$ cat src/rtl/reset_seq_ctrl.sv
// reset_seq_ctrl: reset synchroniser and staggered release sequencer.
// All N_CH reset outputs assert asynchronously on the pin reset. Release is
// synchronous: a hold period first, then one channel at a time from ch0
// (fabric) up to ch N_CH-1 (CPU core). Software and watchdog requests restart
// the sequence. The cause of the last reset is kept until the next pin reset.
module reset_seq_ctrl #(
    parameter int SYNC_STAGES = 2,
    parameter int N_CH        = 4,
    parameter int HOLD_CYC    = 16,
    parameter int STAGGER_CYC = 4
) (
    input  logic            i_clk,
    input  logic            i_rstn,
    input  logic            i_sw_rst,
    input  logic            i_wdt_rst,
    output logic [N_CH-1:0] o_rstn,
    output logic            o_busy,
    output logic [1:0]      o_cause
);

    localparam int CNT_TOP = (HOLD_CYC > STAGGER_CYC) ? HOLD_CYC : STAGGER_CYC;
    localparam int CW      = $clog2(CNT_TOP + 1);
    localparam int CH_W    = (N_CH > 1) ? $clog2(N_CH) : 1;

    localparam logic [CW-1:0]   CNT_MAX  = CW'(CNT_TOP);
    localparam logic [CW-1:0]   HOLD_MAX = CW'(HOLD_CYC);
    localparam logic [CW-1:0]   STG_LAST = CW'(STAGGER_CYC - 1);
    localparam logic [CH_W-1:0] LAST_CH  = CH_W'(N_CH - 1);

    localparam logic [1:0] CAUSE_PIN = 2'b00;
    localparam logic [1:0] CAUSE_SW  = 2'b01;
    localparam logic [1:0] CAUSE_WDT = 2'b10;

    typedef enum logic [1:0] {
        ST_HOLD    = 2'd0,
        ST_STAGGER = 2'd1,
        ST_RUN     = 2'd2
    } state_e;

    logic [SYNC_STAGES-1:0] sync_q, sync_d;
    state_e                 state_q, state_d;
    logic [CW-1:0]          cnt_q, cnt_d;
    logic [CH_W-1:0]        ch_q, ch_d;
    logic [N_CH-1:0]        rstn_q, rstn_d;
    logic                   busy_q, busy_d;
    logic [1:0]             cause_q, cause_d;

    logic          rt;
    logic          req;
    logic [CW-1:0] cnt_inc;

    assign rt      = sync_q[SYNC_STAGES-1];
    assign req     = i_sw_rst | i_wdt_rst;
    // Counters stop at their maximum instead of wrapping.
    assign cnt_inc = (cnt_q == CNT_MAX) ? cnt_q : cnt_q + 1'b1;

    // Deassert synchroniser: shifts in a 1 once the pin reset is released.
    always_comb begin
        sync_d = {sync_q[SYNC_STAGES-2:0], 1'b1};
    end

    // Sequencer next-state: hold, staggered release, run; requests restart it.
    always_comb begin
        // NOTE: every output of this block gets a default first, so no path
        // leaves a signal unassigned and no latch is inferred.
        state_d = state_q;
        cnt_d   = cnt_q;
        ch_d    = ch_q;
        rstn_d  = rstn_q;
        busy_d  = busy_q;
        cause_d = cause_q;

        unique case (state_q)
            ST_HOLD: begin
                if (rt) begin
                    if (cnt_q == HOLD_MAX) begin
                        rstn_d[0] = 1'b1;
                        cnt_d     = '0;
                        if (N_CH == 1) begin
                            busy_d  = 1'b0;
                            state_d = ST_RUN;
                        end else begin
                            ch_d    = CH_W'(1);
                            state_d = ST_STAGGER;
                        end
                    end else begin
                        cnt_d = cnt_inc;
                    end
                end
            end
            ST_STAGGER: begin
                if (cnt_q == STG_LAST) begin
                    rstn_d[ch_q] = 1'b1;
                    cnt_d        = '0;
                    if (ch_q == LAST_CH) begin
                        busy_d  = 1'b0;
                        state_d = ST_RUN;
                    end else begin
                        ch_d = ch_q + 1'b1;
                    end
                end else begin
                    cnt_d = cnt_inc;
                end
            end
            ST_RUN: begin
                // Outputs hold their released values.
            end
            default: begin
                rstn_d  = '0;
                busy_d  = 1'b1;
                cnt_d   = '0;
                ch_d    = '0;
                state_d = ST_HOLD;
            end
        endcase

        // A request overrides everything: re-assert all channels and restart.
        if (req) begin
            rstn_d  = '0;
            busy_d  = 1'b1;
            cnt_d   = '0;
            ch_d    = '0;
            state_d = ST_HOLD;
            cause_d = i_wdt_rst ? CAUSE_WDT : CAUSE_SW;
        end
    end

    // State registers, all cleared asynchronously by the pin reset.
    // NOTE: the async active-low reset appears in the sensitivity list so the
    // outputs assert with no clock running.
    always_ff @(posedge i_clk or negedge i_rstn) begin
        if (!i_rstn) begin
            sync_q  <= '0;
            state_q <= ST_HOLD;
            cnt_q   <= '0;
            ch_q    <= '0;
            rstn_q  <= '0;
            busy_q  <= 1'b1;
            cause_q <= CAUSE_PIN;
        end else begin
            // NOTE: non-blocking assignments keep every flop sampling the
            // pre-edge value of the others.
            sync_q  <= sync_d;
            state_q <= state_d;
            cnt_q   <= cnt_d;
            ch_q    <= ch_d;
            rstn_q  <= rstn_d;
            busy_q  <= busy_d;
            cause_q <= cause_d;
        end
    end

    assign o_rstn  = rstn_q;
    assign o_busy  = busy_q;
    assign o_cause = cause_q;

endmodule

$ cat config.mk
export PLATFORM = sky130hd
export DESIGN_NAME = reset_seq_ctrl
export DESIGN_NICKNAME = d
export VERILOG_FILES = /design/src/rtl/reset_seq_ctrl.sv
export SDC_FILE = /design/constraint.sdc
export NUM_CORES = 1
export LEC_CHECK = 0
export CORE_AREA = 2 2 44 46
export CTS_CLUSTER_SIZE = 20
export DETAILED_ROUTE_END_ITERATION = 7
export DIE_AREA = 0 0 46 48
export GPL_ROUTABILITY_DRIVEN = 0
export PLACE_DENSITY = 0.89
export SETUP_SLACK_MARGIN = 0.15
export SLEW_MARGIN = 0
export SYNTH_ARGS = -nofsm -noshare
export SYNTH_HDL_FRONTEND = slang
export SYNTH_SLANG_ARGS = --single-unit
export TNS_END_PERCENT = 50
$ cat constraint.sdc
create_clock -name i_clk -period 4.6 [get_ports i_clk]
set_input_delay 0.69 -clock i_clk [delete_from_list [all_inputs] [get_ports i_clk]]
set_output_delay 0.69 -clock i_clk [all_outputs]
set_load 0.01 [all_outputs]
Word level (Yosys, flattened, before mapping)
Index checks and enable logic that the tools add are counted.

word-level totals
  register bits after elaboration = 18
  input bits = 4
  logic and storage cells = 64

operators by class
  $add $sub $neg = 2
  magnitude comparators = 2
  equality and inequality tests = 12
  mux-type cells = 29
  bitwise gates (word level) = 2
  reduce and logical (&&, ||, !) cells = 9

operator list
  operator                                                           count
  two-way mux 5 bit                                                  5
  two-way mux 2 bit                                                  9
  != test 3 bit, second input constant                               5
  one-hot mux 5 bit (3 select lines)                                 1
  one-hot mux 2 bit (3 select lines)                                 2
  AND reduction 5 bit                                                2
  two-way mux 4 bit                                                  2
  two-way mux 1 bit                                                  6
  one-hot mux 3 bit (2 select lines)                                 1
  adder 5 x 1 -> 5 bit, second input constant                        1
  equality test 5 x 2 -> 1 bit, second input constant                1
  equality test 5 bit, second input constant                         1
  equality test 2 bit, second input constant                         2
  OR 4 bit                                                           1
  AND reduction 2 bit                                                2
  AND reduction 4 bit                                                1
  less-than comparator 2 x 3 -> 1 bit, second input constant         1
  one-hot mux 1 bit (3 select lines)                                 1
  AND reduction 3 bit                                                1
  adder 2 x 1 -> 2 bit, second input constant                        1
  demux 1 bit (select 2 bit)                                         1
  equality test 2 x 1 -> 1 bit, second input constant                1
  greater-or-equal comparator 2 x 1 -> 1 bit, second input constant  1
  zero test 2 bit                                                    1
  6 further kinds                                                    6

Depth between registers and ports, before layout
  depth in word-level cells = 8
  gate-level depth with buffers = 8
  gate-level depth less buffers = 8

Worst setup path before layout
Ideal clock, no wire load.

  kind = input -> register
  start = input i_wdt_rst
  end = register cnt_q[3]
  setup time = 0.076 ns
  arrival time = 1.599 ns
  required time = 4.524 ns
  setup slack = 2.925 ns
  stages = 4
  path buffers = 0
  cell sequence = or3_1 a211oi_2 a21oi_1 o21ai_1

between the ends
  cells in the longest elaborated chain, start to end = 3
  elaborated cells on any way between the ends = 5
  classes of those cells = 2 x eq/ne; 1 x mux; 1 x bitwise; 1 x reduce/logical

ends and longest elaborated chain
  item                                                             line  source
  start, declared                                                  15    input logic i_wdt_rst,
  OR 1 bit *                                                       53    assign req = i_sw_rst | i_wdt_rst;
  != test 3 bit (no line) / != test 2 bit (equally long branches)  --
  AND reduction 2 bit (no line)                                    --
  end signal, assigned                                             145   cnt_q <= cnt_d;
  end, declared                                                    42    logic [CW-1:0] cnt_q, cnt_d;

Every way passes the cells marked *; elsewhere a longest branch is shown, timed or not.
A chain may end at the register's enable or synchronous reset.

Worst setup path after layout
  start = register busy_q, in the netlist o_busy
  end = output o_busy

RTL lines
  item                    line  source
  start, declared         45    logic busy_q, busy_d;
  start signal, assigned  148   busy_q <= busy_d;
  end, declared           17    output logic o_busy,

No word-level cell between the ends.

==> results.sh <==
export IMPL_synthFlopType="dfrtp_1"
export IMPL_worst_pin_slew_ns=0.790
export IMPL_root_buffer="clkbuf_4"
export IMPL_num_rows=15
export IMPL_cellLeakagePower_nw=0.471
export IMPL_muxShareOfSynthArea_pct=3.23
export IMPL_avgViaCountPerCell=6.31
export IMPL_rrSetupSlack_ns=2.74
export IMPL_relSlewSlack_pct=47.2
export IMPL_maxSlewViolCount=0
export IMPL_grt_pass1_vias=720
export IMPL_crit_path_cell_trace="clkdlybuf4s50_1"
export IMPL_syn_avg_cell_area_um2=10.2
export IMPL_first_iter_violations=45
export IMPL_p_per_area_nw_per_um2=258
export IMPL_total_power_mw=0.289
export IMPL_crit_end="o_busy"
export IMPL_r2r_start="cnt_q[1]$_DFFE_PN0P_"
export IMPL_clock_latency_ns=0.30
export IMPL_die_y_um=48
export IMPL_yosys_area_share_adder_pct=9.06
export IMPL_cp_data_arrival_time_ns=1.36
export IMPL_via_count=783
export IMPL_end_kind="output pin"
export IMPL_final_core_util_pct=66.1
export IMPL_start_util_pct=57.3
export IMPL_synth_cell_area_um2=967
export IMPL_io_pins=11
export IMPL_htreeDepth=1
export IMPL_port_buffers=10
export IMPL_reg2reg_depth=5
export IMPL_synth_compound_area_share_pct=14.2
export IMPL_critical_path_depth=1
export IMPL_synth_top_family_by_area="simple AND/OR/NAND/NOR gates"
export IMPL_grtUsageTotal_pct=21.1
export IMPL_syn_inst=95
export IMPL_synth_most_common_cell="dfrtp_1"
export IMPL_ctsHoldBuffers=0
export IMPL_clk_pin_slew_worst_paths_ns=0.11
export IMPL_yosysWarnings=0
export IMPL_place_inst=120
export IMPL_dpl_hpwl_um=1470
export IMPL_diodes=0
export IMPL_drc=0
export IMPL_status="completed"
export IMPL_synth_area_leaders="dfrtp_1 44%, ha_1 9.1%, a21oi_1 4.1%, inv_1 3.5%, nand3_1 3.1%"
export IMPL_holdWs_ns=0.378
export IMPL_timing_critical_path_buf_inv=1
export IMPL_nets=119
export IMPL_first_pass_iters=4
export IMPL_core_um2=1690
export IMPL_place_area_um2=1080
export IMPL_yosysTopAreaCellShare_pct=44.0
export IMPL_cts_sinks=18
export IMPL_drv_cap=0
export IMPL_vdd_drop_max_mv=0.193
export IMPL_areaGrowthSynthToFinish_pct=15.5
export IMPL_antenna_found_initial=0
export IMPL_synth_cells_most_frequent="17 x dfrtp_1, 9 x inv_1, 8 x a21oi_1"
export IMPL_fillCellCount=131
export IMPL_synth_nets=106
export IMPL_clock_path_buffers=2
export IMPL_finClkSkew_ns=0.00303
export IMPL_crit_start="o_busy$_DFFE_PN1P_"
export IMPL_post_place_ws_ns=2.32
export IMPL_r2r_end="state_q[1]$_DFFE_PN0P_"
export IMPL_grt_max_degree=19
export IMPL_drive_gt1_share_pct=11.2
export IMPL_worst_slack_ns=2.55
export IMPL_design_area_um2=1120
export IMPL_path_class="reg -> out"
export IMPL_dieArea_um2=2210
export IMPL_max_freq_mhz=487
export IMPL_fp_dieW_um=46
export IMPL_hold_viol=0
export IMPL_yosys_area_share_simple_pct=20.3
export IMPL_numCtsBuffers=3
export IMPL_cp_start_kind="flip-flop"
export IMPL_crit_slowest_cell="dfstp_2"
export IMPL_hp_class="reg -> reg"
export IMPL_synth_seq_cells=18
export IMPL_synth_distinct_cells=32
export IMPL_cpLargestDelayFamily="flip-flops"
export IMPL_synth_edf_count=0
export IMPL_drtAntennaViolNets=0
export IMPL_fin_crit_sh_pct=44.6
export IMPL_cts_tree="done"
export IMPL_drt_wirelength_per_cell_um=16.7
export IMPL_synthXorXnorAreaFrac_pct=1.81
export IMPL_synthArstFlopShare_pct=100
export IMPL_grt_pass1_wl_um=3190
export IMPL_rsz0062_at_grt="false"
export IMPL_cts_resized=0
export IMPL_worstPathMaxFanout=2
export IMPL_required_ns=3.91
export IMPL_postCtsSetupBuffers=0
export IMPL_min_period_ns=2.05
export IMPL_wl_um=2070
export IMPL_overflow=0
export IMPL_cpPeakStageDelay_ns=0.54
export IMPL_finalNonFillerCells=124
export IMPL_finalSetupTns_ns=0
export IMPL_ys_seq_area_share_pct=46.7
export IMPL_setup_violations=0
export IMPL_yosysTopAreaCell="dfrtp_1"
logic make-up after synthesis:
family                   count (synthesis)
XOR/XNOR                                 2
multiplexers                             3
adder cells (fa/ha/maj)                  7
AND/OR/NAND/NOR                         33
buffers and inverters                   11
other                                    1
flip-flops                              18
AO/OA/AOI/OAI                           20
cell type report:
type / count / area (µm²) / share of cell area (%)
sequential: 18 / 452 / 40.4
clock buffer: 4 / 36.3 / 3.25
multi-input combinational: 66 / 474 / 42.4
inverter: 9 / 33.8 / 3.02
tap: 17 / 21.3 / 1.90
timing repair buffer: 10 / 100 / 8.96
flip-flops by register name, indices dropped and copies added, names as in the netlist:
name	count
state_q	2
cnt_q	5
o_cause	2
o_busy	1
ch_q	2
sync_q	2
o_rstn	4
metal layers:
layer	wire [µm]	GRT usage [%]	up-vias
li1	-	-	358
met4	65	10.3	0
met5	0	0	-
met2	1010	34.7	37
met3	139	5.28	11
met1	855	25.8	377
where the power goes:
part | internal [mW] | switching (mW) | total (mW)
registers | 0.161 | 0.00234 | 0.164
logic | 0.00987 | 0.0136 | 0.0235
clock network | 0.0483 | 0.0531 | 0.101
worst min-delay path by stage:
stage / from / endpoint / slack (ns) / depth (start not counted)
floorplan: sync_q[0]$_DFF_PN0_ / sync_q[1]$_DFF_PN0_ / 0.33 / 0
global placement: sync_q[0]$_DFF_PN0_ / sync_q[1]$_DFF_PN0_ / 0.34 / 0
detailed placement: sync_q[0]$_DFF_PN0_ / sync_q[1]$_DFF_PN0_ / 0.36 / 0
CTS: sync_q[0]$_DFF_PN0_ / sync_q[1]$_DFF_PN0_ / 0.38 / 0
global route: sync_q[0]$_DFF_PN0_ / sync_q[1]$_DFF_PN0_ / 0.39 / 0
finish: sync_q[0]$_DFF_PN0_ / sync_q[1]$_DFF_PN0_ / 0.38 / 0
layout by cell type (no fill, tap or decap), types with 2 or more instances in the layout:
master,instances
clkdlybuf4s50_1,10
nor2_1,7
a21o_1,3
nand3_1,6
xnor2_1,2
nor3_1,6
o31ai_1,2
ha_1,7
mux2i_1,2
clkbuf_4,3
a31oi_1,2
a21oi_1,8
inv_1,9
nand2_1,4
dfrtp_1,17
worst reg2reg max path: cells and delay by family, from the launching register on:
kind	cells	cell delay, ns
multiplexers	1	0.32
adder cells (fa/ha/maj)	1	0.25
AND/OR/NAND/NOR	3	0.79
flip-flops	1	0.43
(Power assumes the default switching activity.)
